==> config.mk <==
export PLATFORM = sky130hd
export DESIGN_NAME = uart_cmd_frame_parser
export DESIGN_NICKNAME = d
export VERILOG_FILES = /design/src/rtl/uart_cmd_frame_parser.sv
export SDC_FILE = /design/constraint.sdc
export NUM_CORES = 1
export LEC_CHECK = 0
export ABC_CLOCK_PERIOD_IN_PS = 3300
export CORE_MARGIN = 5
export CORE_UTILIZATION = 45
export CTS_CLUSTER_SIZE = 28
export DETAILED_ROUTE_END_ITERATION = 6
export DONT_BUFFER_PORTS = 1
export HOLD_SLACK_MARGIN = 0.12
export SYNTH_ARGS = -nofsm -noshare
export SYNTH_HDL_FRONTEND = slang
export SYNTH_SLANG_ARGS = --single-unit
==> constraint.sdc <==
create_clock -name clk -period 3.3 [get_ports clk]
set_input_delay 0.825 -clock clk [delete_from_list [all_inputs] [get_ports clk]]
set_output_delay 0.825 -clock clk [all_outputs]
set_load 0.005 [all_outputs]
==> src/rtl/uart_cmd_frame_parser.sv <==
// uart_cmd_frame_parser
//   Parses host command frames of the form "(TTTT)(DDD)" from a UART RX byte
//   stream. TTTT is a 4-byte printable ASCII tag and DDD is exactly three
//   decimal digits. A good frame updates cmd_tag/cmd_value and pulses
//   cmd_valid. A malformed or stalled frame pulses frame_err and latches
//   err_code.
//
// Ports
//   clk        system clock
//   rst_n      asynchronous active-low reset
//   rx_data    received byte, qualified by rx_valid
//   rx_valid   one-cycle strobe per byte; may be high on consecutive cycles
//   cmd_tag    last good tag; first byte in [31:24], fourth byte in [7:0]
//   cmd_value  last good value in binary (0..999)
//   cmd_valid  one-cycle pulse when cmd_tag/cmd_value update
//   frame_err  one-cycle pulse when a frame is aborted
//   err_code   cause of the last abort (1 bad byte, 2 timeout, 3 resync)
module uart_cmd_frame_parser #(
  parameter int TIMEOUT_CYCLES = 500000
) (
  input  logic        clk,
  input  logic        rst_n,
  input  logic [7:0]  rx_data,
  input  logic        rx_valid,
  output logic [31:0] cmd_tag,
  output logic [9:0]  cmd_value,
  output logic        cmd_valid,
  output logic        frame_err,
  output logic [1:0]  err_code
);

  localparam logic [2:0] S_IDLE      = 3'd0;
  localparam logic [2:0] S_TAG       = 3'd1;
  localparam logic [2:0] S_TAG_CLOSE = 3'd2;
  localparam logic [2:0] S_VAL_OPEN  = 3'd3;
  localparam logic [2:0] S_VAL       = 3'd4;
  localparam logic [2:0] S_VAL_CLOSE = 3'd5;

  localparam logic [7:0] CH_LP = 8'h28;  // '('
  localparam logic [7:0] CH_RP = 8'h29;  // ')'

  localparam logic [1:0] ERR_BAD     = 2'd1;
  localparam logic [1:0] ERR_TIMEOUT = 2'd2;
  localparam logic [1:0] ERR_RESYNC  = 2'd3;

  // The counter only has to reach TIMEOUT_CYCLES-1, so clog2 bits suffice.
  localparam int CNT_W = (TIMEOUT_CYCLES > 2) ? $clog2(TIMEOUT_CYCLES) : 1;
  localparam logic [CNT_W-1:0] CNT_MAX = CNT_W'(TIMEOUT_CYCLES - 1);

  logic [2:0]       state_q,     state_d;
  logic [1:0]       idx_q,       idx_d;
  logic [31:0]      tag_sr_q,    tag_sr_d;
  logic [9:0]       acc_q,       acc_d;
  logic [CNT_W-1:0] cnt_q,       cnt_d;
  logic [31:0]      cmd_tag_q,   cmd_tag_d;
  logic [9:0]       cmd_value_q, cmd_value_d;
  logic             cmd_valid_q, cmd_valid_d;
  logic             frame_err_q, frame_err_d;
  logic [1:0]       err_code_q,  err_code_d;

  // Byte classification
  logic is_lp, is_rp, is_digit, is_tag_char;
  logic [3:0]  digit;
  logic [13:0] acc_next;

  always_comb begin
    is_lp       = (rx_data == CH_LP);
    is_rp       = (rx_data == CH_RP);
    is_digit    = (rx_data >= 8'h30) && (rx_data <= 8'h39);
    is_tag_char = (rx_data >= 8'h20) && (rx_data <= 8'h7E) && !is_lp && !is_rp;
    digit       = rx_data[3:0];
    // Three digits top out at 999, so the truncation back to 10 bits is lossless.
    acc_next    = ({4'd0, acc_q} * 14'd10) + {10'd0, digit};
  end

  logic bad_byte;

  always_comb begin
    state_d     = state_q;
    idx_d       = idx_q;
    tag_sr_d    = tag_sr_q;
    acc_d       = acc_q;
    cnt_d       = cnt_q;
    cmd_tag_d   = cmd_tag_q;
    cmd_value_d = cmd_value_q;
    cmd_valid_d = 1'b0;
    frame_err_d = 1'b0;
    err_code_d  = err_code_q;
    bad_byte    = 1'b0;

    if (rx_valid) begin
      // A byte arriving on the threshold cycle wins over the timeout.
      cnt_d = '0;
      case (state_q)
        S_IDLE: begin
          // Line noise between frames is silently dropped.
          if (is_lp) begin
            state_d = S_TAG;
            idx_d   = 2'd0;
          end
        end
        S_TAG: begin
          if (is_tag_char) begin
            tag_sr_d = {tag_sr_q[23:0], rx_data};
            if (idx_q == 2'd3) begin
              state_d = S_TAG_CLOSE;
            end else begin
              idx_d = idx_q + 2'd1;
            end
          end else begin
            bad_byte = 1'b1;
          end
        end
        S_TAG_CLOSE: begin
          if (is_rp) state_d = S_VAL_OPEN;
          else       bad_byte = 1'b1;
        end
        S_VAL_OPEN: begin
          if (is_lp) begin
            state_d = S_VAL;
            acc_d   = '0;
            idx_d   = 2'd0;
          end else begin
            bad_byte = 1'b1;
          end
        end
        S_VAL: begin
          if (is_digit) begin
            acc_d = acc_next[9:0];
            if (idx_q == 2'd2) begin
              state_d = S_VAL_CLOSE;
            end else begin
              idx_d = idx_q + 2'd1;
            end
          end else begin
            bad_byte = 1'b1;
          end
        end
        S_VAL_CLOSE: begin
          if (is_rp) begin
            state_d     = S_IDLE;
            cmd_tag_d   = tag_sr_q;
            cmd_value_d = acc_q;
            cmd_valid_d = 1'b1;
          end else begin
            bad_byte = 1'b1;
          end
        end
        default: state_d = S_IDLE;
      endcase

      // An out-of-place '(' is taken as the host restarting a frame, so the
      // parser resyncs straight into the tag instead of dropping to IDLE.
      if (bad_byte) begin
        frame_err_d = 1'b1;
        if (is_lp) begin
          err_code_d = ERR_RESYNC;
          state_d    = S_TAG;
          idx_d      = 2'd0;
        end else begin
          err_code_d = ERR_BAD;
          state_d    = S_IDLE;
        end
      end
    end else if (state_q != S_IDLE) begin
      if (cnt_q == CNT_MAX) begin
        frame_err_d = 1'b1;
        err_code_d  = ERR_TIMEOUT;
        state_d     = S_IDLE;
        cnt_d       = '0;
      end else begin
        cnt_d = cnt_q + 1'b1;
      end
    end else begin
      cnt_d = '0;
    end
  end

  always_ff @(posedge clk or negedge rst_n) begin
    if (!rst_n) begin
      state_q     <= S_IDLE;
      idx_q       <= '0;
      tag_sr_q    <= '0;
      acc_q       <= '0;
      cnt_q       <= '0;
      cmd_tag_q   <= '0;
      cmd_value_q <= '0;
      cmd_valid_q <= 1'b0;
      frame_err_q <= 1'b0;
      err_code_q  <= '0;
    end else begin
      state_q     <= state_d;
      idx_q       <= idx_d;
      tag_sr_q    <= tag_sr_d;
      acc_q       <= acc_d;
      cnt_q       <= cnt_d;
      cmd_tag_q   <= cmd_tag_d;
      cmd_value_q <= cmd_value_d;
      cmd_valid_q <= cmd_valid_d;
      frame_err_q <= frame_err_d;
      err_code_q  <= err_code_d;
    end
  end

  assign cmd_tag   = cmd_tag_q;
  assign cmd_value = cmd_value_q;
  assign cmd_valid = cmd_valid_q;
  assign frame_err = frame_err_q;
  assign err_code  = err_code_q;

endmodule

==> impl_metrics.csv, run 1 <==
group,metric,value,unit
logic_synthesis,synth_ff_type,"dfrtp_1",
cells_and_area,syn_to_final_growth,8.347,%
setup_path,end_kind,"flop",
die,num_rows,39,
flow_run,drv_cap,0,
placed_design,post-dp-hpwl,7.199,mm
timing,rsz0062_at_grt,"no",
die,chipWidth,118.6,um
route,routed_via_density,5.471,
timing,hold_viol,0,
clocking,cts_repair_resize_count,0,
timing,setup_viol,0,
logic_synthesis,synthesis.instances,525,
clocking,cts_buffers,9,
power,ir_drop,326.7,uV
cells_and_area,final_cell_area,0.005749,mm2
grt,grt_max_degree,113,
timing,finalCritPeriodShare,0.8777,
route,routedWlPerCell,15.88,um
logic_synthesis,synth_cell_type_count,54,
setup_path,crit_slowest_cell,"dfrtp_1",
logic_synthesis,synth_area,0.005306,mm2
power,p_sw,1089,uW
route,drc,0,
logic_synthesis,seq_area_frac_synth,0.5282,
die,die_h,118.6,um
grt,grt_usage,0.1550,
clocking,post-cts-setup-buffers,0,
power,pwr-share-seq,0.490,
route,drt-total-wl,10.59,mm
cells_and_area,drive_gt1_frac,0.04771,
grt,grt_pass1_vias,3528,
setup_path,critPathKind,"reg -> reg",
die,initial_core_util,0.4627,
placed_design,dpl_cell_area,0.005424,mm2
logic_synthesis,synth.avg_cell_area,10.11,um2
power,p_int,2513,uW
clocking,cts.htree.levels,3,
logic_synthesis,synth_common_cells,"nand2_1, dfrtp_1, mux2_1",
placed_design,portBuffers,0,
logic_synthesis,ys_seq_elements,112,
logic_synthesis,synth_edf_count,0,
timing,fin_ws,0.4036,ns
status,outcome,"finished clean",
hold_path,hold_path_class,"in -> async",
logic_synthesis,yosysTopAreaCellShare,0.5282,
logic_synthesis,synth_area_leader_cell,"dfrtp_1",
power,power_density,626.6,mW/mm2
timing,slew_violations,0,
timing,max_freq,0.3453,GHz
logic_synthesis,syn_nets,558,
timing,fin_skew,0.006731,ns
clocking,cts_tree,"yes",
logic_synthesis,yosys.cell_count.top_type,"nand2_1",
setup_path,worst_setup_path_start_kind,"flop",
setup_path,crit_required,3.54,ns
setup_path,worst_ep_arrival_time,3.14,ns
die,die_area,0.01406,mm2
clocking,clock_sinks,112,
timing,period_needed,2.896,ns
placed_design,place_congestion,0.8638,
clocking,hold_buffers,0,
placed_design,place_ws,0.3973,ns
timing,max_slew_margin,0.5022,
setup_path,crit_family,"adder cells",
cells_and_area,fin_util,0.5014,
timing,tns,0,ns
clocking,clk_pin_slew_worst_paths,0.08,ns
power,clkPwrFrac,0.322,
grt,antenna_found_initial,0,
setup_path,cpPeakStageDelay,0.47,ns
clocking,cts_root_buf,"clkbuf_16",
clocking,insertion_delay,0.35,ns
logic_synthesis,synth_warnings,0,
grt,grt_pass1_wl,18.11,mm
power,p_total,3602,uW
logic_synthesis,synth_async_sr_flop_share,1.000,
logic_synthesis,synth_area_leaders,"dfrtp_1, nand2_1, mux2_1",
power,power.share.switching,0.3024,
cells_and_area,nets,552,
cells_and_area,diodes,0,
route,num_vias,3649,
power,p_comb_frac,0.187,
clocking,clock_path_buffers,2,
setup_path,crit_buf_inv,1,
route,ant_nets,0,
route,drt_first_iter_violations,245,
setup_path,path_common_cell,"ha_1",
setup_path,crit_fanout,5,
setup_path,cp_cell_sequence,"ha_1 > ha_1 > inv_1 > fa_1 > xnor2_1 > nor3b_1 > nand3_1 > xnor3_1 > a32o_1",
timing,max_slew.worst_pin.slew,0.7410,ns
power,leakage,0.002816,uW
die,io_pins,57,
die,core_area,0.01147,mm2
route,firstDrtPassIters,5,
grt,grt_overflow,0,
==> cell families after synthesis <==
group           after synthesis  share of synthesized area
flops                       112                     0.5282
mux                          32                    0.06767
fa+ha+maj                    22                    0.05470
buf+inv                      34                    0.03042
xor+xnor                     25                    0.04386
compound gates               59                    0.07333
simple gates                241                     0.2018
==> worst paths after layout <==
| kind | slack, ns | cells after the start | endpoint | from |
|---|---|---|---|---|
| max | 0.40 | 9 | acc_q[9]$_DFFE_PN0P_ | acc_q[1]$_DFFE_PN0P_ |
| min | 0.16 | 0 | cmd_tag[25]$_DFFE_PN0P_ | rst_n |
| max reg2reg | 0.40 | 9 | acc_q[9]$_DFFE_PN0P_ | acc_q[1]$_DFFE_PN0P_ |
| min reg2reg | 0.48 | 2 | cmd_tag[26]$_DFFE_PN0P_ | tag_sr_q[26]$_DFFE_PN0P_ |
| max in group asynchronous | 3.00 | 0 | idx_q[1]$_DFFE_PN0P_ | rst_n |
| min in group clk | 0.48 | 2 | cmd_tag[26]$_DFFE_PN0P_ | tag_sr_q[26]$_DFFE_PN0P_ |
==> cell usage in the layout, fill, tap and decap left out, types with 2 or more instances in the layout <==
cell       Yosys  routed
and3_1         4       4
o21a_1         2       2
nor3_1         5       5
a22o_1         2       2
inv_8          0       2
nor2b_1        3       3
nor3b_1        3       3
dfrtp_1      112     112
buf_4          1       3
nand2b_1       3       3
nor4_1         3       3
nand4_1        7       7
nor2_1        24      24
xor2_1        12      12
a41oi_1        2       2
nand2_1      157     157
o32ai_1        2       2
clkbuf_16      0       9
a21oi_1       16      16
or3_1          7       7
nand3_1       14      14
ha_1          20      20
and3b_1        2       2
o31ai_1        7       7
o21ai_1        3       3
o21ai_0       10      10
mux2_1        31      31
fa_1           2       2
a31oi_1        3       3
a21o_1         3       3
xnor2_1       12      12
inv_1         12      12
==> sequential cells by signal, indices dropped and copies added (netlist names) <==
signal / cells
acc_q: 10
cmd_tag: 32
cmd_valid: 1
cmd_value: 10
cnt_q: 19
err_code: 2
frame_err: 1
idx_q: 2
state_q: 3
tag_sr_q: 32
==> power groups by stage <==
stage / sequential, uW / clock, uW / combinational, uW
2_1_floorplan: 1700 / 0 / 598
3_3_place_gp: 1790 / 0 / 645
3_5_place_dp: 1790 / 0 / 672
4_1_cts: 1770 / 1210 / 677
5_1_grt: 1800 / 1270 / 756
6_report: 1770 / 1160 / 675
==> area by class of cell <==
type                    count  area (um2)
fillers                  1023        5718
clock buffers              10       239.0
flip-flops and latches    112        2803
repair buffers              4       42.54
multi-input cells         379        2351
clock inverters             6       86.33
well taps                 143       178.9
inverters                  13       48.80
==> routing by layer <==
layer	vias to the layer above	wire length (um)	global-route usage
met5	-	0	0
met4	0	170	0.05599
met3	14	740	0.04632
met2	102	4693	0.2287
met1	1768	4986	0.2172
li1	1765	-	-
==> stage by stage <==
step | std cells | hold slack [ns]
final | 667 | 0.1596
after global routing | 667 | 0.1399
after CTS | 667 | 0.1467
after detailed placement | 651 | 0.4575
after global placement | 651 | 0.4530
after floorplan | 525 | 0.4386
Note: power is estimated with default switching activity, not from simulation.
==> inputs of run 2 (changes only) <==
CORE_UTILIZATION = 62   (was 45)
PLACE_DENSITY = 0.78   (was default)
==> run 2 against run 1 <==
Wire length up 2.3%. Register-to-register slack lost 0.02 ns. Global-route usage increased by 6.6 points. Clock power is 29% lower. Highest routed layer unchanged. Critical path type unchanged. Via count up 2.5%. Sequential share of layout area grew 0.91 points. Combinational power rose by 5.0%. Worst hold slack got worse by 0.020 ns. Sequential cell count unchanged. Non-clock buffer count rose by 5.
==> impl_metrics.csv, run 2 (same netlist as run 1, synthesis figures left out) <==
group,metric,value,unit
grt,grt_max_degree,74,
placed_design,post-dp-hpwl,7.255,mm
power,power.share.switching,0.3356,
die,num_rows,33,
setup_path,r2r_setup_slack,0.38,ns
route,routedWlPerCell,17.08,um
setup_path,crit_fanout,5,
route,num_vias,3740,
setup_path,path_depth,9,
cells_and_area,diodes,0,
power,p_int,2194,uW
clocking,clock_path_buffers,2,
setup_path,critPathKind,"reg -> reg",
power,clkPwrFrac,0.249,
route,ant_nets,0,
setup_path,worst_setup_path_start_kind,"flop",
setup_path,worst_ep_arrival_time,3.17,ns
clocking,cts_tree,"yes",
timing,max_slew.worst_pin.slew,0.9576,ns
route,firstDrtPassIters,4,
power,power_density,585.0,mW/mm2
clocking,cts_buffers,9,
cells_and_area,final_cell_mix,"nand2_1, dfrtp_1, mux2_1, nor2_1, ha_1",
timing,tns,0,ns
hold_path,hold_path_class,"in -> async",
die,chipWidth,102.5,um
timing,max_freq,0.3429,GHz
timing,period_needed,2.916,ns
cells_and_area,seq_area,0.002803,mm2
power,p_sw,1108,uW
die,io_pins,57,
timing,max_slew_margin,0.3595,
setup_path,reg2regPathDepth,9,
clocking,clk_pin_slew_worst_paths,0.12,ns
die,core_area,0.008258,mm2
cells_and_area,nets,557,
grt,antenna_found_initial,0,
route,routed_via_density,5.899,
cells_and_area,syn_to_final_growth,6.366,%
die,die_area,0.01051,mm2
die,initial_core_util,0.6426,
route,drt_first_iter_violations,147,
status,outcome,"finished clean",
timing,fin_skew,0.02052,ns
cells_and_area,multi_input_area,0.002351,mm2
setup_path,end_kind,"flop",
clocking,post-cts-setup-buffers,0,
setup_path,path_common_cell,"ha_1",
power,ir_drop,326.7,uV
timing,setup_viol,0,
setup_path,cp_cell_sequence,"ha_1 > ha_1 > inv_1 > fa_1 > xnor2_1 > nor3b_1 > nand3_1 > xnor3_1 > a32o_1",
cells_and_area,drive_gt1_frac,0.04915,
grt,grt_pass1_vias,3759,
cells_and_area,final.fill_count,646,
die,die_h,102.5,um
setup_path,crit_family,"adder cells",
power,p_comb_frac,0.215,
grt,grt_pass1_wl,18.24,mm
grt,grt_overflow,0,
timing,hold_viol,0,
cells_and_area,mostFrequentLayoutCell,"nand2_1",
grt,grt_usage,0.2207,
placed_design,portBuffers,0,
clocking,clock_sinks,112,
setup_path,crit_required,3.55,ns
timing,slew_violations,0,
placed_design,place_congestion,0.8883,
clocking,cts_root_buf,"clkbuf_8",
setup_path,timing.rr.start,"acc_q[1]$_DFFE_PN0P_",
setup_path,crit_buf_inv,1,
setup_path,crit_slowest_cell,"dfrtp_1",
clocking,cts.htree.levels,3,
route,drt-total-wl,10.83,mm
clocking,insertion_delay,0.38,ns
power,pwr-share-seq,0.537,
route,drc,0,
setup_path,r2r_end,"acc_q[9]$_DFFE_PN0P_",
timing,whs,0.1399,ns
timing,rsz0062_at_grt,"no",
flow_run,drv_cap,0,
setup_path,cpPeakStageDelay,0.46,ns
timing,finalCritPeriodShare,0.8837,
power,leakage,0.002785,uW
## run 2: metal layers
metal / track usage / part of all wire
met1: 0.2952 / 0.42
met2: 0.3535 / 0.48
met3: 0.04668 / 0.073
met4: 0.08981 / 0.025
met5: 0 / 0
## run 2: what timing repair did
item / CTS / global route
gates resized for setup: 0 / 0
endpoints found under the setup margin: 0 / 0
hold buffers: 2 / 3
hold endpoints to repair: 26 / 20
## run 2: metrics by stage
stage	std cells	area (um2)	setup WS, ns	util	power [uW]
after CTS	631	5614	0.4045	0.6798	3308
after global routing	634	5644	0.2507	0.6835	3501
final	634	5644	0.3837	0.6835	3302
after floorplan	525	5306	0.6496	-	2296
after global placement	613	5376	0.5821	0.6511	2420
after detailed placement	613	5376	0.4066	0.6511	2477
## run 2: area by class of cell
type / count / share of cell area
Clock inverter: 7 / 0.01485
Multi-Input combinational cell: 379 / 0.4165
Timing Repair Buffer: 9 / 0.01818
Inverter: 13 / 0.008646
Sequential cell: 112 / 0.4966
Clock buffer: 9 / 0.02195
Tap cell: 105 / 0.02328
## run 2: worst max path at each step
stage,startpoint,endpoint,slack [ns]
finish,acc_q[1]$_DFFE_PN0P_,acc_q[9]$_DFFE_PN0P_,0.38
global route,acc_q[1]$_DFFE_PN0P_,acc_q[9]$_DFFE_PN0P_,0.25
CTS,acc_q[1]$_DFFE_PN0P_,acc_q[9]$_DFFE_PN0P_,0.40
detailed placement,acc_q[1]$_DFFE_PN0P_,acc_q[9]$_DFFE_PN0P_,0.41
global placement,acc_q[1]$_DFFE_PN0P_,acc_q[9]$_DFFE_PN0P_,0.58
floorplan,acc_q[1]$_DFFE_PN0P_,acc_q[9]$_DFFE_PN0P_,0.65
## run 2: power groups by stage
stage | clock network [uW] | logic [uW] | registers (uW)
2_1_floorplan | 0 | 598 | 1700
3_3_place_gp | 0 | 639 | 1780
3_5_place_dp | 0 | 681 | 1800
4_1_cts | 840 | 701 | 1770
5_1_grt | 898 | 806 | 1800
6_report | 821 | 709 | 1770
==> inputs of run 3 (changes only) <==
ABC_AREA = 1   (was default)
==> run 3 against run 2 <==
Clock skew fell by 0.0097 ns. Wire length is 1.6% higher. Die area is 3.0% higher. Sequential power is 5% lower. Area after synthesis is 3.4% higher. Design area increased by 2.3%. Sequential share of layout area decreased by 1.1 points. Sequential cell count stayed put. Total power is 2.7% lower. Via count grew 8.6%. Clock power decreased by 3.4%. Final cell count increased by 20%. Largest power group unchanged. Highest routed layer unchanged.
==> impl_metrics.csv, run 3 <==
group,metric,value,unit
route,firstDrtPassIters,4,
cells_and_area,final_cell_mix,"nand2_1, dfrtp_1, inv_1, nor2_1, o21ai_0",
setup_path,worst_ep_arrival_time,2.78,ns
clocking,clock_sinks,112,
setup_path,end_kind,"flop",
logic_synthesis,synth_async_sr_flop_share,1.000,
setup_path,cpPeakStageDelay,0.47,ns
cells_and_area,nets,682,
logic_synthesis,syn_nets,682,
status,outcome,"finished clean",
timing,max_freq,0.4052,GHz
setup_path,startpoint,"acc_q[1]$_DFFE_PN0P_",
clocking,cts_buffers,9,
setup_path,cp_cell_sequence,"ha_1 > ha_1 > inv_1 > fa_1 > or2_2 > nor2_1 > nand2_1 > nor2_1 > inv_1 > nand2_1 > nand2_1 > o21ai_1",
route,drt_first_iter_violations,157,
timing,max_slew.worst_pin.slew,0.6786,ns
setup_path,path_common_cell,"nand2_1",
logic_synthesis,synth_area_leader_cell,"dfrtp_1",
grt,grt_max_degree,67,
setup_path,crit_fanout,5,
cells_and_area,final.fill_count,722,
setup_path,worst_setup_path_start_kind,"flop",
route,routed_via_density,5.332,
setup_path,path_depth,12,
cells_and_area,diodes,0,
timing,fin_ws,0.8323,ns
die,num_rows,34,
clocking,cts_repair_resize_count,0,
logic_synthesis,synthesis.instances,649,
placed_design,place_ws,0.8457,ns
clocking,cts_root_buf,"clkbuf_8",
setup_path,crit_required,3.61,ns
timing,slew_violations,0,
timing,finalCritPeriodShare,0.7478,
setup_path,r2r_setup_slack,0.83,ns
timing,whs,0.2626,ns
timing,period_needed,2.468,ns
logic_synthesis,yosys.cell_count.top_type,"nand2_1",
die,die_area,0.01083,mm2
die,io_pins,57,
grt,grt_overflow,0,
route,num_vias,4063,
cells_and_area,final_cell_area,0.005774,mm2
clocking,insertion_delay,0.38,ns
logic_synthesis,seq_area_frac_synth,0.5109,
power,power_density,556.6,mW/mm2
grt,antenna_found_initial,0,
logic_synthesis,synth_area,0.005485,mm2
die,initial_core_util,0.6321,
clocking,cts.htree.levels,3,
cells_and_area,mostFrequentLayoutCell,"nand2_1",
placed_design,post-dp-hpwl,7.585,mm
route,drt-total-wl,11.01,mm
logic_synthesis,synth_common_cells,"nand2_1, dfrtp_1, inv_1",
clocking,clock_path_buffers,2,
clocking,cts_tree,"yes",
route,drc,0,
die,die_h,104.1,um
die,core_area,0.008678,mm2
logic_synthesis,ys_seq_elements,112,
timing,hold_viol,0,
setup_path,crit_buf_inv,2,
grt,grt_pass1_vias,3966,
setup_path,crit_slowest_cell,"dfrtp_1",
cells_and_area,syn_to_final_growth,5.269,%
power,leakage,0.002847,uW
setup_path,timing.rr.start,"acc_q[1]$_DFFE_PN0P_",
logic_synthesis,synth_warnings,0,
logic_synthesis,synth_edf_count,0,
timing,tns,0,ns
cells_and_area,drive_gt1_frac,0.07492,
route,ant_nets,0,
placed_design,dpl_cell_area,0.005500,mm2
hold_path,hold_path_class,"in -> async",
timing,setup_viol,0,
logic_synthesis,synth_cell_type_count,34,
placed_design,place_congestion,0.8641,
logic_synthesis,synth_area_leaders,"dfrtp_1, nand2_1, ha_1",
setup_path,r2r_end,"acc_q[9]$_DFFE_PN0P_",
logic_synthesis,yosysTopAreaCellShare,0.5109,
die,chipWidth,104.1,um
setup_path,crit_end,"acc_q[9]$_DFFE_PN0P_",
clocking,post-cts-setup-buffers,0,
timing,max_slew_margin,0.5476,
setup_path,critPathKind,"reg -> reg",
power,ir_drop,381.0,uV
setup_path,reg2regPathDepth,12,
logic_synthesis,synth.avg_cell_area,8.452,um2
timing,rsz0062_at_grt,"no",
logic_synthesis,synth_ff_type,"dfrtp_1",
route,routedWlPerCell,14.45,um
flow_run,drv_cap,0,
grt,grt_usage,0.2146,
clocking,clk_pin_slew_worst_paths,0.11,ns
placed_design,portBuffers,0,
grt,grt_pass1_wl,19.06,mm
timing,fin_skew,0.01084,ns
setup_path,crit_family,"adder cells",
==> run 3: cell types whose count changed after synthesis, moves of 7 or more <==
cell,before,now
clkbuf_1,11,1
inv_1,12,64
mux2_1,31,0
nand2_1,157,214
nand3_1,14,24
nor2_1,24,45
o21ai_0,10,37
o21ai_1,3,35
o31ai_1,7,0
or3_1,7,0
==> run 3: layout make-up <==
type	count	area (um2)	share of cell area
Tap cell	108	135.1	0.02340
Multi-Input combinational cell	448	2285	0.3957
Sequential cell	112	2803	0.4854
Inverter	70	262.8	0.04550
Clock inverter	6	58.81	0.01018
Clock buffer	10	127.6	0.02210
Timing Repair Buffer	8	102.6	0.01777
==> run 3: worst min path at each step <==
stage / start / end / slack (ns) / depth (start not counted)
after floorplan: cnt_q[0]$_DFF_PN0_ / cnt_q[0]$_DFF_PN0_ / 0.43 / 1
after global placement: tag_sr_q[7]$_DFFE_PN0P_ / tag_sr_q[7]$_DFFE_PN0P_ / 0.45 / 2
after detailed placement: tag_sr_q[7]$_DFFE_PN0P_ / tag_sr_q[7]$_DFFE_PN0P_ / 0.45 / 2
after CTS: rst_n / cnt_q[1]$_DFF_PN0_ / 0.12 / 0
after global routing: rst_n / tag_sr_q[7]$_DFFE_PN0P_ / 0.25 / 1
final: rst_n / tag_sr_q[7]$_DFFE_PN0P_ / 0.26 / 1
==> run 3: cells by family after synthesis <==
| group | synth area share |
|---|---|
| buffers and inverters | 0.07253 |
| AO/OA/AOI/OAI | 0.08554 |
| adder cells (fa/ha/maj) | 0.05292 |
| AND/OR/NAND/NOR | 0.2477 |
| XOR/XNOR | 0.03034 |
| flip-flops | 0.5109 |
==> run 3: where the power goes <==
part	leakage (uW)	switching [uW]	internal (uW)
Clock	0.0000928	497	296
Combinational	0.00123	483	244
Sequential	0.00152	134	1560
==> run 3: metrics by stage <==
stage | util | power, uW | std cells
after floorplan | - | 2257 | 649
after global placement | 0.6338 | 2379 | 740
after detailed placement | 0.6338 | 2410 | 740
after CTS | 0.6631 | 3227 | 761
after global routing | 0.6654 | 3436 | 762
final | 0.6654 | 3214 | 762
==> run 3: timing repair <==
action	4_1_cts	5_1_grt
hold endpoints to repair	64	29
setup endpoints to repair	0	0
hold buffers	5	1
==> run 3: routing by layer <==
| layer | part of all wire | global-route usage |
|---|---|---|
| met5 | 0 | 0 |
| met2 | 0.47 | 0.3556 |
| met3 | 0.069 | 0.06456 |
| met1 | 0.43 | 0.2700 |
| met4 | 0.021 | 0.06938 |
